### config.mk
export PLATFORM = sky130hd
export DESIGN_NAME = dcache_ctrl
export DESIGN_NICKNAME = d
export VERILOG_FILES = /design/src/rtl/dcache_pkg.sv /design/src/rtl/dcache_array.sv /design/src/rtl/dcache_ctrl.sv
export SDC_FILE = /design/constraint.sdc
export NUM_CORES = 2
export LEC_CHECK = 0
export ABC_AREA = 0
export CORE_AREA = 10 10 672 410
export DETAILED_ROUTE_END_ITERATION = 7
export DIE_AREA = 0 0 682 420
export GPL_TIMING_DRIVEN = 1
export PLACE_DENSITY = 0.59
export SLEW_MARGIN = 30
export SYNTH_ARGS = -nofsm -noshare
export SYNTH_HDL_FRONTEND = slang
export SYNTH_HIERARCHICAL = 1
export SYNTH_SLANG_ARGS = --single-unit
### constraint.sdc
create_clock -name clk -period 4.4 [get_ports clk]
set_input_delay 0.88 -clock clk [delete_from_list [all_inputs] [get_ports clk]]
set_output_delay 0.88 -clock clk [all_outputs]
set_load 0.01 [all_outputs]
### src/rtl/dcache_pkg.sv
// Shared types and constants for the direct-mapped write-back data cache.
package dcache_pkg;

  typedef enum logic [1:0] {
    IDLE      = 2'd0,
    WRITEBACK = 2'd1,
    ALLOCATE  = 2'd2
  } state_t;

  localparam int LINE_BYTES = 16;
  localparam int OFFSET_W   = 4;
  localparam int WORD_SEL_W = 2;

  function automatic logic [31:0] line_word(input logic [LINE_BYTES*8-1:0] line,
                                            input logic [WORD_SEL_W-1:0]   sel);
    return line[{sel, 5'd0} +: 32];
  endfunction

endpackage

### src/rtl/dcache_array.sv
// Tag/valid/dirty/data storage: async read at idx, sync line refill and byte-masked word write.
module dcache_array
  import dcache_pkg::*;
#(
  parameter int LINES   = 16,
  parameter int INDEX_W = $clog2(LINES),
  parameter int TAG_W   = 32 - INDEX_W - OFFSET_W
) (
  input  logic                    clk,
  input  logic                    rst,
  input  logic [INDEX_W-1:0]      idx,
  output logic                    rd_valid,
  output logic                    rd_dirty,
  output logic [TAG_W-1:0]        rd_tag,
  output logic [LINE_BYTES*8-1:0] rd_line,
  input  logic                    line_we,
  input  logic [TAG_W-1:0]        line_tag,
  input  logic [LINE_BYTES*8-1:0] line_data,
  input  logic                    word_we,
  input  logic [WORD_SEL_W-1:0]   word_sel,
  input  logic [31:0]             word_data,
  input  logic [3:0]              word_strb
);

  logic [LINES-1:0]          valid_r;
  logic [LINES-1:0]          dirty_r;
  logic [TAG_W-1:0]          tag_r  [LINES];
  logic [LINE_BYTES*8-1:0]   data_r [LINES];
  logic [31:0]               mask_s;
  logic [31:0]               merged_s;

  assign rd_valid = valid_r[idx];
  assign rd_dirty = dirty_r[idx];
  assign rd_tag   = tag_r[idx];
  assign rd_line  = data_r[idx];

  assign mask_s   = {{8{word_strb[3]}}, {8{word_strb[2]}}, {8{word_strb[1]}}, {8{word_strb[0]}}};
  assign merged_s = (line_word(rd_line, word_sel) & ~mask_s) | (word_data & mask_s);

  // Line state bits: refill installs a clean valid line, a store hit marks it dirty.
  always_ff @(posedge clk or posedge rst) begin
    if (rst) begin
      valid_r <= '0;
      dirty_r <= '0;
    end else if (line_we) begin
      valid_r[idx] <= 1'b1;
      dirty_r[idx] <= 1'b0;
    end else if (word_we) begin
      dirty_r[idx] <= 1'b1;
    end
  end

  // Tag and data storage are deliberately left unreset.
  always_ff @(posedge clk) begin
    if (line_we) begin
      data_r[idx] <= line_data;
      tag_r[idx]  <= line_tag;
    end else if (word_we) begin
      data_r[idx][{word_sel, 5'd0} +: 32] <= merged_s;
    end
  end

endmodule

### src/rtl/dcache_ctrl.sv
// Direct-mapped write-back, write-allocate D-cache controller with line refill/evict handshake.
// Define DCACHE_STATS_EN to add hit/miss/write-back counters.
module dcache_ctrl
  import dcache_pkg::*;
#(
  parameter int LINES = 16
) (
  input  logic         clk,
  input  logic         rst,
  input  logic         cpu_req,
  input  logic         cpu_we,
  input  logic [31:0]  cpu_addr,
  input  logic [31:0]  cpu_wdata,
  input  logic [3:0]   cpu_wstrb,
  output logic [31:0]  cpu_rdata,
  output logic         stall_cache,
  output logic         mem_req,
  output logic         mem_we,
  output logic [31:0]  mem_addr,
  output logic [127:0] mem_wdata,
  input  logic [127:0] mem_rdata,
  input  logic         mem_ready
`ifdef DCACHE_STATS_EN
  ,
  output logic [31:0]  hit_cnt,
  output logic [31:0]  miss_cnt,
  output logic [31:0]  wb_cnt
`endif
);

  localparam int INDEX_W = $clog2(LINES);
  localparam int TAG_W   = 32 - INDEX_W - OFFSET_W;

  state_t               state_r;
  state_t               state_next_s;
  logic [TAG_W-1:0]     tag_s;
  logic [INDEX_W-1:0]   idx_s;
  logic [WORD_SEL_W-1:0] sel_s;
  logic                 rd_valid_s;
  logic                 rd_dirty_s;
  logic [TAG_W-1:0]     rd_tag_s;
  logic [127:0]         rd_line_s;
  logic                 hit_s;
  logic                 line_we_s;
  logic                 word_we_s;
  logic                 unused_addr_s;

  assign tag_s         = cpu_addr[31:INDEX_W+OFFSET_W];
  assign idx_s         = cpu_addr[INDEX_W+OFFSET_W-1:OFFSET_W];
  assign sel_s         = cpu_addr[3:2];
  assign unused_addr_s = ^cpu_addr[1:0];

  assign hit_s       = cpu_req & rd_valid_s & (rd_tag_s == tag_s);
  assign stall_cache = (state_r != IDLE) | (cpu_req & ~hit_s);
  assign word_we_s   = (state_r == IDLE) & cpu_req & cpu_we & hit_s;

  dcache_array #(
    .LINES   (LINES),
    .INDEX_W (INDEX_W),
    .TAG_W   (TAG_W)
  ) u_array (
    .clk       (clk),
    .rst       (rst),
    .idx       (idx_s),
    .rd_valid  (rd_valid_s),
    .rd_dirty  (rd_dirty_s),
    .rd_tag    (rd_tag_s),
    .rd_line   (rd_line_s),
    .line_we   (line_we_s),
    .line_tag  (tag_s),
    .line_data (mem_rdata),
    .word_we   (word_we_s),
    .word_sel  (sel_s),
    .word_data (cpu_wdata),
    .word_strb (cpu_wstrb)
  );

  // Load data is only presented on an IDLE load hit.
  always_comb begin
    cpu_rdata = 32'h0;
    if ((state_r == IDLE) && cpu_req && !cpu_we && hit_s) begin
      cpu_rdata = line_word(rd_line_s, sel_s);
    end else begin
      cpu_rdata = 32'h0;
    end
  end

  // State register.
  always_ff @(posedge clk or posedge rst) begin
    if (rst) begin
      state_r <= IDLE;
    end else begin
      state_r <= state_next_s;
    end
  end

  // Next state and memory handshake; request fields depend only on held inputs and state.
  always_comb begin
    state_next_s = state_r;
    mem_req      = 1'b0;
    mem_we       = 1'b0;
    mem_addr     = 32'h0;
    mem_wdata    = 128'h0;
    line_we_s    = 1'b0;
    case (state_r)
      IDLE: begin
        if (cpu_req && !hit_s) begin
          if (rd_valid_s && rd_dirty_s) begin
            state_next_s = WRITEBACK;
          end else begin
            state_next_s = ALLOCATE;
          end
        end else begin
          state_next_s = IDLE;
        end
      end
      WRITEBACK: begin
        mem_req   = 1'b1;
        mem_we    = 1'b1;
        mem_addr  = {rd_tag_s, idx_s, 4'h0};
        mem_wdata = rd_line_s;
        if (mem_ready) begin
          state_next_s = ALLOCATE;
        end else begin
          state_next_s = WRITEBACK;
        end
      end
      ALLOCATE: begin
        mem_req  = 1'b1;
        mem_addr = {tag_s, idx_s, 4'h0};
        if (mem_ready) begin
          line_we_s    = 1'b1;
          state_next_s = IDLE;
        end else begin
          state_next_s = ALLOCATE;
        end
      end
      default: begin
        state_next_s = IDLE;
      end
    endcase
  end

`ifdef DCACHE_STATS_EN
  logic replay_r;

  // Counters; the replay flag keeps the post-refill hit out of hit_cnt.
  always_ff @(posedge clk or posedge rst) begin
    if (rst) begin
      replay_r <= 1'b0;
      hit_cnt  <= 32'd0;
      miss_cnt <= 32'd0;
      wb_cnt   <= 32'd0;
    end else begin
      if ((state_r == ALLOCATE) && mem_ready) begin
        replay_r <= 1'b1;
      end else if (state_r == IDLE) begin
        replay_r <= 1'b0;
      end
      if ((state_r == IDLE) && hit_s && !replay_r) begin
        hit_cnt <= hit_cnt + 32'd1;
      end
      if ((state_r == IDLE) && cpu_req && !hit_s) begin
        miss_cnt <= miss_cnt + 32'd1;
      end
      if ((state_r == WRITEBACK) && mem_ready) begin
        wb_cnt <= wb_cnt + 32'd1;
      end
    end
  end
`endif

endmodule

==> impl_metrics.tcl <==
set metrics [dict create \
    status "finished, violations left" \
    violations "setup timing" \
    yosysUniqueCellTypes 54 \
    powerDensity_mw_per_mm2 379.7 \
    cap_violations 0 \
    holdWs_ns 0.2669 \
    hp-class "primary input to async pin" \
    clock_path_buffers 4 \
    yosys_register_bits 2466 \
    grt_start_max_net_pins 109 \
    synth_edf_count 2432 \
    area_delta_synth_final_pct 33.39 \
    drt_iter0_drc 11559 \
    finalCritPeriodShare_pct 114.9 \
    root_buffer "clkbuf_16" \
    fp.dieArea_sq_mm 0.2864 \
    gp_congestion 1.016 \
    ys_seq_area_share_pct 70.52 \
    cts_sinks 2466 \
    die_height_um 420 \
    worst-path-buf-inv 8 \
    post_drt_via_cell_ratio 6.193 \
    h-tree-depth 4 \
    vias 70913 \
    ys.flop_type "edfxtp_1" \
    rrSetupSlack_ns -0.44 \
    setup_slack_ns -0.6574 \
    syn_area_sq_mm 0.1048 \
    p_leak_nw 48.31 \
    grt_antenna_before_repair 31 \
    fp.dieW_um 682 \
    cp_top_family "buffers and inverters" \
    cts_made_buffers 233 \
    clkLatencyLatePin_ns 0.93 \
    crit_required_ns 3.52 \
    nets 7965 \
    report.final.slew_viol_count 0 \
    startpoint_type "primary input" \
    worst_slew_pin_slew_ns 1.189 \
    synthCells 5951 \
    first_global_vias 66052 \
    wl_per_cell_um 37.81 \
    cts_tree "built" \
    finalCriticalPeriod_ns 5.057 \
    critPathArrivalTime_ns 4.18 \
    clk_pin_slew_ns 0.07 \
    io_pins 396 \
    syn_avg_cell_area_sq_um 17.61 \
    cp_cell_sequence "buf_16 -> buf_12 -> buf_12 -> mux4_2 -> mux4_2 -> xnor2_4 -> nand4_1 -> nor4_4 -> buf_4 -> nand3_4 -> buf_12 -> buf_16 -> buf_8 -> nor2b_4 -> buf_12" \
    fin_skew_ns 0.1033 \
    setup-violations-final 2200 \
    worstSetupPathType "primary input to output port" \
    hpwl_mm 300.9 \
    holdBufCountCts 0 \
    power.total_w 0.05306 \
    final_cell_mix "2,432 x edfxtp_1, 1,026 x buf_4, 513 x mux4_2" \
    ys_warn_count 6 \
    grt_use_total_pct 29.38 \
    clock.fmax_mhz 197.7 \
    wl_mm 433.0 \
    fill_cells 20705 \
    initial_utilization_pct 39.88 \
    timing.rr.start "u_array/tag_r[11][7]" \
    end_kind "output port" \
    grt_overflow 0 \
    ir_drop_v 0.0003548 \
    cp_common_cell "buf_12" \
    critical-path-slowest-cell "mux4_2" \
    placementRows 146 \
    async_flop_share_pct 1.379 \
    grt_pass1_wl_mm 577.5 \
    rsz0062_at_grt "true" \
    hold_viol 0 \
    drive_above_1_share_pct 39.09 \
    antenna_left 0 \
    io_buffers 389 \
    reg2reg_depth 20 \
    drtPass1Iterations 6 \
    core-area_sq_mm 0.2627 \
    drc_errors 0 \
    slew_headroom_pct 20.71 \
    worst_path_largest_cell_delay_ns 0.59 \
    final_common_cell "edfxtp_1" \
    rr_endpoint "u_array/data_r[7][85]" \
    crit_fanout 6 \
]
## state kept, by name (all words and copies together) (netlist names), named ones only
| name | flops |
|---|---|
| state_r | 2 |
| u_array/data_r | 2048 |
| u_array/tag_r | 384 |
| u_array/valid_r | 16 |
## how the worst max path moves through the flow
stage | from | endpoint | slack (ns) | cells past startpoint
finish | cpu_addr[4] | cpu_rdata[31] | -0.66 | 15
global route | u_array/tag_r[8][22] | cpu_rdata[31] | -0.70 | 14
CTS | u_array/tag_r[8][22] | cpu_rdata[31] | -0.71 | 15
detailed placement | cpu_addr[4] | cpu_rdata[27] | -1.41 | 14
global placement | cpu_addr[4] | u_array/data_r[6][45] | -1.42 | 18
floorplan | cpu_addr[4] | u_array/data_r[0][64] | -1.09 | 17
## layout make-up
type | count | area, sq um | area share [%]
clock buffers | 287 | 6167 | 4.413
clock inverters | 137 | 1370 | 0.9803
multi-input cells | 3077 | 31790 | 22.74
repair buffers | 1969 | 22080 | 15.80
inverters | 9 | 50.05 | 0.03581
diodes | 28 | 70.07 | 0.05014
well taps | 3478 | 4352 | 3.114
flip-flops and latches | 2466 | 73880 | 52.86
## worst register-to-register path, cell delays in order, from the launching register on
cell and delay [ns]:
edfxtp_1 0.38, mux4_2 0.49, mux4_2 0.58, xnor2_4 0.24, nand4_1 0.23, nor4_4 0.33
buf_4 0.15, and2_1 0.15, and4_4 0.23, nor2b_4 0.22, buf_12 0.14, nand2_2 0.07
nor4b_4 0.25, buf_6 0.14, buf_4 0.11, buf_4 0.12, buf_16 0.13, buf_4 0.14
nand2_1 0.10, o31ai_4 0.31, buf_6 0.19
## stage by stage
stage / util, % / setup slack [ns] / TNS [ns] / cell area, sq um / cells
final: 53.20 / -0.6574 / -684.18 / 139800 / 11451
after global routing: 53.19 / -0.6963 / -833.88 / 139700 / 11435
after CTS: 52.88 / -0.7066 / -330.77 / 138900 / 11393
after detailed placement: 48.33 / -1.410 / -4164.22 / 127000 / 10753
after global placement: 48.32 / -1.416 / -4290.23 / 126900 / 10753
after floorplan: - / -1.091 / -2938.40 / 105800 / 5954
## layer usage
layer / vias up / share of wire, % / GRT usage (%)
li1: 27784 / - / -
met1: 37170 / 39 / 41.42
met2: 5137 / 40 / 39.11
met3: 814 / 15 / 11.70
met4: 8 / 5.9 / 14.53
met5: - / 0.084 / 0
## cells in the mapped netlist (124+ instances only)
cell      count  area share [%]
nor2b_1     138            0.82
nand2_1     469             1.7
nor2_1      127            0.46
o31ai_1     185             1.3
mux2_2      152             1.6
and2_1      144            0.86
buf_2       128            0.61
clkbuf_1    176            0.63
a22oi_1     154             1.1
mux4_2      513              11
o21ai_0     199            0.95
nand2b_1    124            0.74
edfxtp_1   2432              70
mux2i_1     338             3.2
## timing repair
| item | in CTS | in global routing |
|---|---|---|
| pin swaps | 45 | 14 |
| gates cloned | 39 | 10 |
| setup buffers | 186 | 26 |
| resized for setup | 786 | 124 |
| endpoints found under the setup margin | 2209 | 2230 |
| endpoints found under the hold margin | 0 | 0 |
## power by group
part	internal, W	switching, W
combinational	0.00279	0.00375
clock	0.0114	0.00902
sequential	0.0260	0.0000659
## kinds of logic after synthesis
kind of cell	count (synthesis)	synth area share [%]
flip-flops	2466	70.52
AND/OR/NAND/NOR	1098	5.112
multiplexers	1003	15.89
AO/OA/AOI/OAI	940	6.181
buffers and inverters	411	1.999
XOR/XNOR	24	0.2006
adder cells (fa/ha/maj)	8	0.09554
other	1	0.003579
No activity file was read; power rests on OpenSTA's default activity.
